`src/rtl/spi_master_mode.sv`:
```
// spi_master_mode
//   Parametrised SPI master for a single external slave. One frame of DW bits
//   is shifted out on spi_mosi while DW bits are shifted in from spi_miso. All
//   four CPOL/CPHA modes are selectable per transfer, and the bit order is
//   fixed by MSB_FIRST.
//
// Parameters
//   DW         frame width in bits (>= 2)
//   CW         width of dvsr and of the half-period counter
//   MSB_FIRST  1: MSB first on the wire, 0: LSB first
//
// Ports
//   clk            system clock
//   reset_n        asynchronous active-low reset
//   din            transmit word, taken when wr_sd is seen in IDLE
//   dvsr           SCK half-period in clk cycles (0 behaves as 1)
//   cpol, cpha     SPI mode for the transfer, taken together with din
//   wr_sd          start-transfer strobe (ignored unless idle)
//   dout           received word
//   spi_clk        SCK, registered
//   spi_mosi       serial data out
//   spi_miso       serial data in
//   spi_ss_n       slave select, active low, registered
//   spi_done_tick  one-cycle pulse in the last cycle of a frame
//   spi_idle       high when a new wr_sd will be accepted
module spi_master_mode #(
  parameter int DW        = 8,
  parameter int CW        = 8,
  parameter int MSB_FIRST = 1
) (
  input  logic          clk,
  input  logic          reset_n,
  input  logic [DW-1:0] din,
  input  logic [CW-1:0] dvsr,
  input  logic          cpol,
  input  logic          cpha,
  input  logic          wr_sd,
  output logic [DW-1:0] dout,
  output logic          spi_clk,
  output logic          spi_mosi,
  input  logic          spi_miso,
  output logic          spi_ss_n,
  output logic          spi_done_tick,
  output logic          spi_idle
);

  localparam int BW = $clog2(DW);
  localparam logic [BW-1:0] LAST_BIT = BW'(DW - 1);

  localparam logic [1:0] IDLE     = 2'd0;
  localparam logic [1:0] CPHA_DLY = 2'd1;
  localparam logic [1:0] P0       = 2'd2;
  localparam logic [1:0] P1       = 2'd3;

  logic [1:0]    state_reg, state_next;
  logic [CW-1:0] c_reg, c_next;
  logic [CW-1:0] h_reg, h_next;
  logic [BW-1:0] bit_reg, bit_next;
  logic [DW-1:0] sout_reg, sout_next;
  logic [DW-1:0] sin_reg, sin_next;
  logic          cpol_reg, cpol_next;
  logic          cpha_reg, cpha_next;
  logic          sck_reg, sck_next;
  logic          ss_n_reg, ss_n_next;
  logic          h_end;

  // Every non-idle state lasts exactly one half-period of the latched divider.
  assign h_end = (c_reg == (h_reg - CW'(1)));

  // State, datapath and output registers; reset forces slave select high at once.
  always_ff @(posedge clk or negedge reset_n) begin
    if (!reset_n) begin
      state_reg <= IDLE;
      c_reg     <= '0;
      h_reg     <= '0;
      bit_reg   <= '0;
      sout_reg  <= '0;
      sin_reg   <= '0;
      cpol_reg  <= 1'b0;
      cpha_reg  <= 1'b0;
      sck_reg   <= 1'b0;
      ss_n_reg  <= 1'b1;
    end else begin
      state_reg <= state_next;
      c_reg     <= c_next;
      h_reg     <= h_next;
      bit_reg   <= bit_next;
      sout_reg  <= sout_next;
      sin_reg   <= sin_next;
      cpol_reg  <= cpol_next;
      cpha_reg  <= cpha_next;
      sck_reg   <= sck_next;
      ss_n_reg  <= ss_n_next;
    end
  end

  // Next-state logic. Divider and mode are captured only at the start of a
  // frame so that the bus inputs may change freely while a frame is running.
  always_comb begin
    state_next    = state_reg;
    c_next        = c_reg;
    h_next        = h_reg;
    bit_next      = bit_reg;
    sout_next     = sout_reg;
    sin_next      = sin_reg;
    cpol_next     = cpol_reg;
    cpha_next     = cpha_reg;
    spi_done_tick = 1'b0;
    spi_idle      = 1'b0;

    case (state_reg)
      IDLE: begin
        spi_idle = 1'b1;
        if (wr_sd) begin
          sout_next  = din;
          bit_next   = '0;
          c_next     = '0;
          h_next     = (dvsr == '0) ? CW'(1) : dvsr;
          cpol_next  = cpol;
          cpha_next  = cpha;
          state_next = cpha ? CPHA_DLY : P0;
        end
      end

      CPHA_DLY: begin
        if (h_end) begin
          c_next     = '0;
          state_next = P0;
        end else begin
          c_next = c_reg + CW'(1);
        end
      end

      P0: begin
        if (h_end) begin
          c_next     = '0;
          state_next = P1;
          if (MSB_FIRST != 0) begin
            sin_next = {sin_reg[DW-2:0], spi_miso};
          end else begin
            sin_next = {spi_miso, sin_reg[DW-1:1]};
          end
        end else begin
          c_next = c_reg + CW'(1);
        end
      end

      P1: begin
        if (h_end) begin
          c_next = '0;
          if (bit_reg == LAST_BIT) begin
            spi_done_tick = 1'b1;
            state_next    = IDLE;
          end else begin
            bit_next   = bit_reg + BW'(1);
            state_next = P0;
            if (MSB_FIRST != 0) begin
              sout_next = {sout_reg[DW-2:0], 1'b0};
            end else begin
              sout_next = {1'b0, sout_reg[DW-1:1]};
            end
          end
        end else begin
          c_next = c_reg + CW'(1);
        end
      end

      default: begin
        state_next = IDLE;
      end
    endcase

    // SCK and slave select are computed from the upcoming state and then
    // registered, so both pins change cleanly on a clk edge.
    sck_next  = (cpha_next ? (state_next == P0) : (state_next == P1)) ^ cpol_next;
    ss_n_next = (state_next == IDLE);
  end

  assign spi_clk  = sck_reg;
  assign spi_ss_n = ss_n_reg;
  assign spi_mosi = (MSB_FIRST != 0) ? sout_reg[DW-1] : sout_reg[0];
  assign dout     = sin_reg;

endmodule
```
`config.mk`:
```
export PLATFORM = sky130hd
export DESIGN_NAME = spi_master_mode
export DESIGN_NICKNAME = d
export VERILOG_FILES = /design/src/rtl/spi_master_mode.sv
export SDC_FILE = /design/constraint.sdc
export NUM_CORES = 1
export LEC_CHECK = 0
export ABC_AREA = 1
export CORE_ASPECT_RATIO = 1.5
export CORE_MARGIN = 2
export CORE_UTILIZATION = 45
export DETAILED_ROUTE_END_ITERATION = 10
export PLACE_DENSITY_LB_ADDON = 0.1
export SYNTH_ARGS = -nofsm -noshare
export SYNTH_HDL_FRONTEND = slang
export SYNTH_SLANG_ARGS = --single-unit
```
`constraint.sdc`:
```
create_clock -name clk -period 2.65 [get_ports clk]
set_input_delay 0.53 -clock clk [delete_from_list [all_inputs] [get_ports clk]]
set_output_delay 0.53 -clock clk [all_outputs]
set_load 0.01 [all_outputs]
```
## After elaboration in Yosys (flattened, before gate mapping)

Cells that the tools add are included.

| storage, ports and cells | value |
|---|---|
| word-level logic and storage cells | 60 |
| bits in writable memories | 0 |
| memories kept | 0 |
| ROM bits | 0 |
| flip-flop bits (word level) | 41 |
| bits in latches | 0 |
| bits of input ports | 22 |

| cells by class | value |
|---|---|
| $lt $le $gt $ge | 0 |
| reductions and logical operators | 8 |
| div/mod/pow operators | 0 |
| add/sub/neg operators | 3 |
| equality and inequality tests | 10 |
| multiply operators | 0 |
| multiplexer cells | 28 |
| bitwise logic cells | 1 |
| shifts and indexed selects | 0 |

Operators with widths:

| kind | number |
|---|---|
| two-way mux 8 bit | 6 |
| case mux 8 bit (2 select lines) | 2 |
| two-way mux 2 bit | 6 |
| two-way mux 1 bit | 9 |
| two-way mux 3 bit | 3 |
| adder 8 x 1 -> 8 bit (second input constant) | 1 |
| equality test 2 bit (second input constant) | 4 |
| equality test 8 bit | 1 |
| logical NOT 8 bit | 1 |
| case mux 2 bit (4 select lines) | 1 |
| subtractor 8 x 1 -> 8 bit (second input constant) | 1 |
| != test 2 bit (second input constant) | 3 |
| case mux 3 bit (2 select lines) | 1 |
| logical NOT 2 bit | 2 |
| AND reduction 2 bit | 2 |
| AND reduction 4 bit | 1 |
| adder 3 x 1 -> 3 bit (second input constant) | 1 |
| equality test 3 bit (second input constant) | 1 |
| OR reduction 3 bit | 1 |
| equality test 2 x 1 -> 1 bit (second input constant) | 1 |
| nonzero test 2 bit | 1 |
| bitwise XOR 1 bit | 1 |

## Depth between registers and ports, before layout

| depth | value |
|---|---|
| word-level depth | 7 |
| depth in mapped cells | 16 |
| depth with buffers taken out | 16 |

## Least setup slack after synthesis

Ideal clock, no wire load.

| path | value |
|---|---|
| path type | register to register |
| from | register h_reg[0] |
| to | register sout_reg[6] |
| slack | 671 ps |
| stages on the path, launching flop included | 15 |
| data required time | 2569 ps |
| period minus slack after synthesis | 1979 ps |
| arrival time | 1898 ps |
| setup time | 81 ps |
| path through | dfrtp_1 -> inv_1 -> ha_1 -> nand2_1 -> inv_1 -> nor2_1 -> nand2_1 -> nor2_1 -> nand2_1 -> nor2_4 -> nand2_2 -> a21boi_4 -> buf_6 -> nor2_2 -> a31oi_2 |

| between the ends | value |
|---|---|
| word-level cells in the longest chain between the ends | 4 |

RTL lines:

| element | RTL line | source |
|---|---|---|
| start: declaration | 57 | `logic [CW-1:0] h_reg, h_next;` |
| start signal: assignment | 86 | `h_reg <= h_next;` |
| subtractor 8 x 1 -> 8 bit | 68 | `assign h_end = (c_reg == (h_reg - CW'(1)));` |
| equality test 8 bit | 68 |  |
| != test 2 bit (no source line) | -- |  |
| AND reduction 4 bit (no source line) | -- |  |
| end signal: assignment | 88 | `sout_reg <= sout_next;` |
| end: declaration | 59 | `logic [DW-1:0] sout_reg, sout_next;` |

No other way between the ends.
A chain may end at the register's enable or synchronous reset.

## Final worst setup path

| path | value |
|---|---|
| from | register h_reg[1] |
| to | output spi_done_tick |

| between the ends | value |
|---|---|
| word-level cells in the longest chain between the ends | 4 |

RTL lines:

| element | RTL line | source |
|---|---|---|
| subtractor 8 x 1 -> 8 bit | 68 |  |
| equality test 8 bit | 68 |  |
| two-way mux 1 bit | 149 | `if (h_end) begin` |
| two-way mux 1 bit | 111 | `case (state_reg)` |
| end: declaration | 43 | `output logic spi_done_tick,` |

No other way between the ends.

==> metrics.yaml <==
status: "finished, final reports clean"
critPathArrivalTime_ns: 1.87
instances_no_fill: 354
clk_latency_ns: 0.29
clk_pin_slew_ns: 0.08
avgRoutedWirePerCell_um: 12.9
ys_warn_count: 0
hold_viol_final: 0
antenna_cells: 0
wirelength_mm: 4.55
synthArstFlopShare: 1.00
post-route-period-util: 0.905
ys_types: 29
slowest_delay_ns: 0.39
leakage_nw: 1.28
drtPass1Iterations: 4
cts_max_path_buffers: 2
final_common_cell: "nand2_1"
synth_edf_count: 0
cts_setup_buffers: 0
drive_above_1_share: 0.0948
skew_ns: 0.0114
grt_max_degree: 42
crit_type: "reg -> out"
io_buffers: 34
maxSlewHeadroom: 0.385
synthFlopType: "dfrtp_1"
die-area_um2: 5270
die_height_um: 87.9
cts_sinks: 41
synth.avg_cell_area_um2: 8.00
worstPathMaxFanout: 3
initial_core_util: 0.469
max_freq_ghz: 0.417
synth_area_um2: 2110
die_w_um: 59.9
drt_iter0_drc: 104
grtUsageTotal: 0.192
fin_crit_ns: 2.40
rsz0062_at_grt: "false"
critPathCaptureType: "output port"
syn2layout_area_growth_pct: 24.4
worst_path_max_delay_cell: "dfrtp_1"
yosys_register_bits: 41
required_ns: 2.12
maxSlewViolCount: 0
tns_ns: 0
fill_cells: 445
yosysTopAreaCell: "dfrtp_1"
syn-num-nets: 290
yosysSeqAreaShare: 0.486
overflow: 0
viasPerCell: 5.10
synth_top_area_share: 0.474
rows: 30
critPathLaunchType: "register"
dr_total_vias: 1806
antenna_found_initial: 0
drcViolationCount: 0
cts_buffers: 5
cts_root_buffer: "clkbuf_8"
crit_path_cell_trace: "inv_1, ha_2, nand2_1, inv_1, nor2_1, nand2_1, nor2_1, nand2_1, nor2_4, nand3_1, inv_1, clkbuf_2"
antenna_left: 0
dp_cells: 346
ys_top_cells_by_area: "dfrtp_1, nand2_1, inv_1"
hp-class: "in -> async"
htreeDepth: 2
grt_pass1_vias: 1662
fin_util: 0.583
tightest_slew_ns: 0.922
most-common-layout-cells: "nand2_1, dfrtp_1, clkdlybuf4s50_1"
globalplace.congestion: 0.852
syn_inst: 264
grt_first_pass_wirelength_mm: 7.59
powerDensity_nw_per_um2: 925
maxCapViolations: 0
core-area_um2: 4500
cts_tree: "done"
setup_viol: 0
final_nets: 331
dpl.hpwl_mm: 3.38
postCtsHoldBufs: 0
io_pins: 35
peakVddDrop_v: 0.000534
## logic make-up (layout without fill, tap and decap cells)
| group | after synthesis | count (layout) | share of synthesized area |
|---|---|---|---|
| compound gates | 30 | 30 | 0.0912 |
| xor+xnor | 10 | 10 | 0.0415 |
| fa+ha+maj | 4 | 4 | 0.0237 |
| buf+inv | 33 | 75 | 0.0628 |
| flops | 41 | 41 | 0.486 |
| simple gates | 146 | 146 | 0.294 |
## cell usage after synthesis (all sizes together) (2+ instances only)
cell type  number
nand3          19
o22ai           6
buf             2
inv            29
dfrtp          40
clkbuf          2
nor3            4
a31oi           7
nand2          93
nand4           2
ha              4
or2             2
xor2            7
nor2           25
xnor2           3
o21ai          13
## worst paths after layout
check                      slack, ns  cells after the start       endpoint  startpoint
max reg2reg                     0.54                     14    sout_reg[1]    h_reg[1]
max                             0.25                     12  spi_done_tick    h_reg[1]
max in group asynchronous       1.70                      1       h_reg[5]     reset_n
min reg2reg                     0.49                      2        dout[7]     dout[7]
min                             0.35                      1       c_reg[2]     reset_n
min in group clk                0.49                      2        dout[7]     dout[7]
## per-layer routing
metal,up-vias,share of wire,GRT usage
met1,849,0.42,0.237
met2,27,0.54,0.334
met5,-,0,0
met3,6,0.028,0.0310
li1,924,-,-
met4,0,0.014,0.0667
## area by class of cell
cell class,instances,area [um2],area share
Tap cell,48,60.1,0.0229
Multi-Input combinational cell,190,955,0.363
Clock inverter,1,30.0,0.0114
Timing Repair Buffer,38,360,0.137
Clock buffer,7,86.3,0.0329
Inverter,29,109,0.0414
Sequential cell,41,1030,0.391
## power by group
| part | switching [mW] | internal [mW] |
|---|---|---|
| Combinational | 0.516 | 0.399 |
| Sequential | 0.166 | 0.828 |
| Clock | 0.213 | 0.307 |
| Total | 0.895 | 1.53 |
## worst max-delay path, delay by kind of cell, from the launching register on
| kind | cells | cell delay [ns] |
|---|---|---|
| adders and majority gates | 1 | 0.27 |
| buffers and inverters | 4 | 0.30 |
| DFF | 1 | 0.39 |
| and+or+nand+nor | 7 | 0.61 |
## per-stage QoR
step,setup slack [ns],cell area (um2),power [mW],hold WS [ns]
2_1_floorplan,0.671,2110,1.65,0.234
3_3_place_gp,0.234,2510,1.91,0.466
3_5_place_dp,0.181,2510,1.93,0.467
4_1_cts,0.109,2630,2.46,0.399
5_1_grt,0.0331,2630,2.64,0.442
6_report,0.253,2630,2.43,0.346
## repair_timing
action | CTS | global route
endpoints found under the setup margin | 1 | 1
gates cloned | 0 | 0
pin swaps | 0 | 0
resized for setup | 2 | 2
Note: power is estimated with default switching activity, not from simulation.
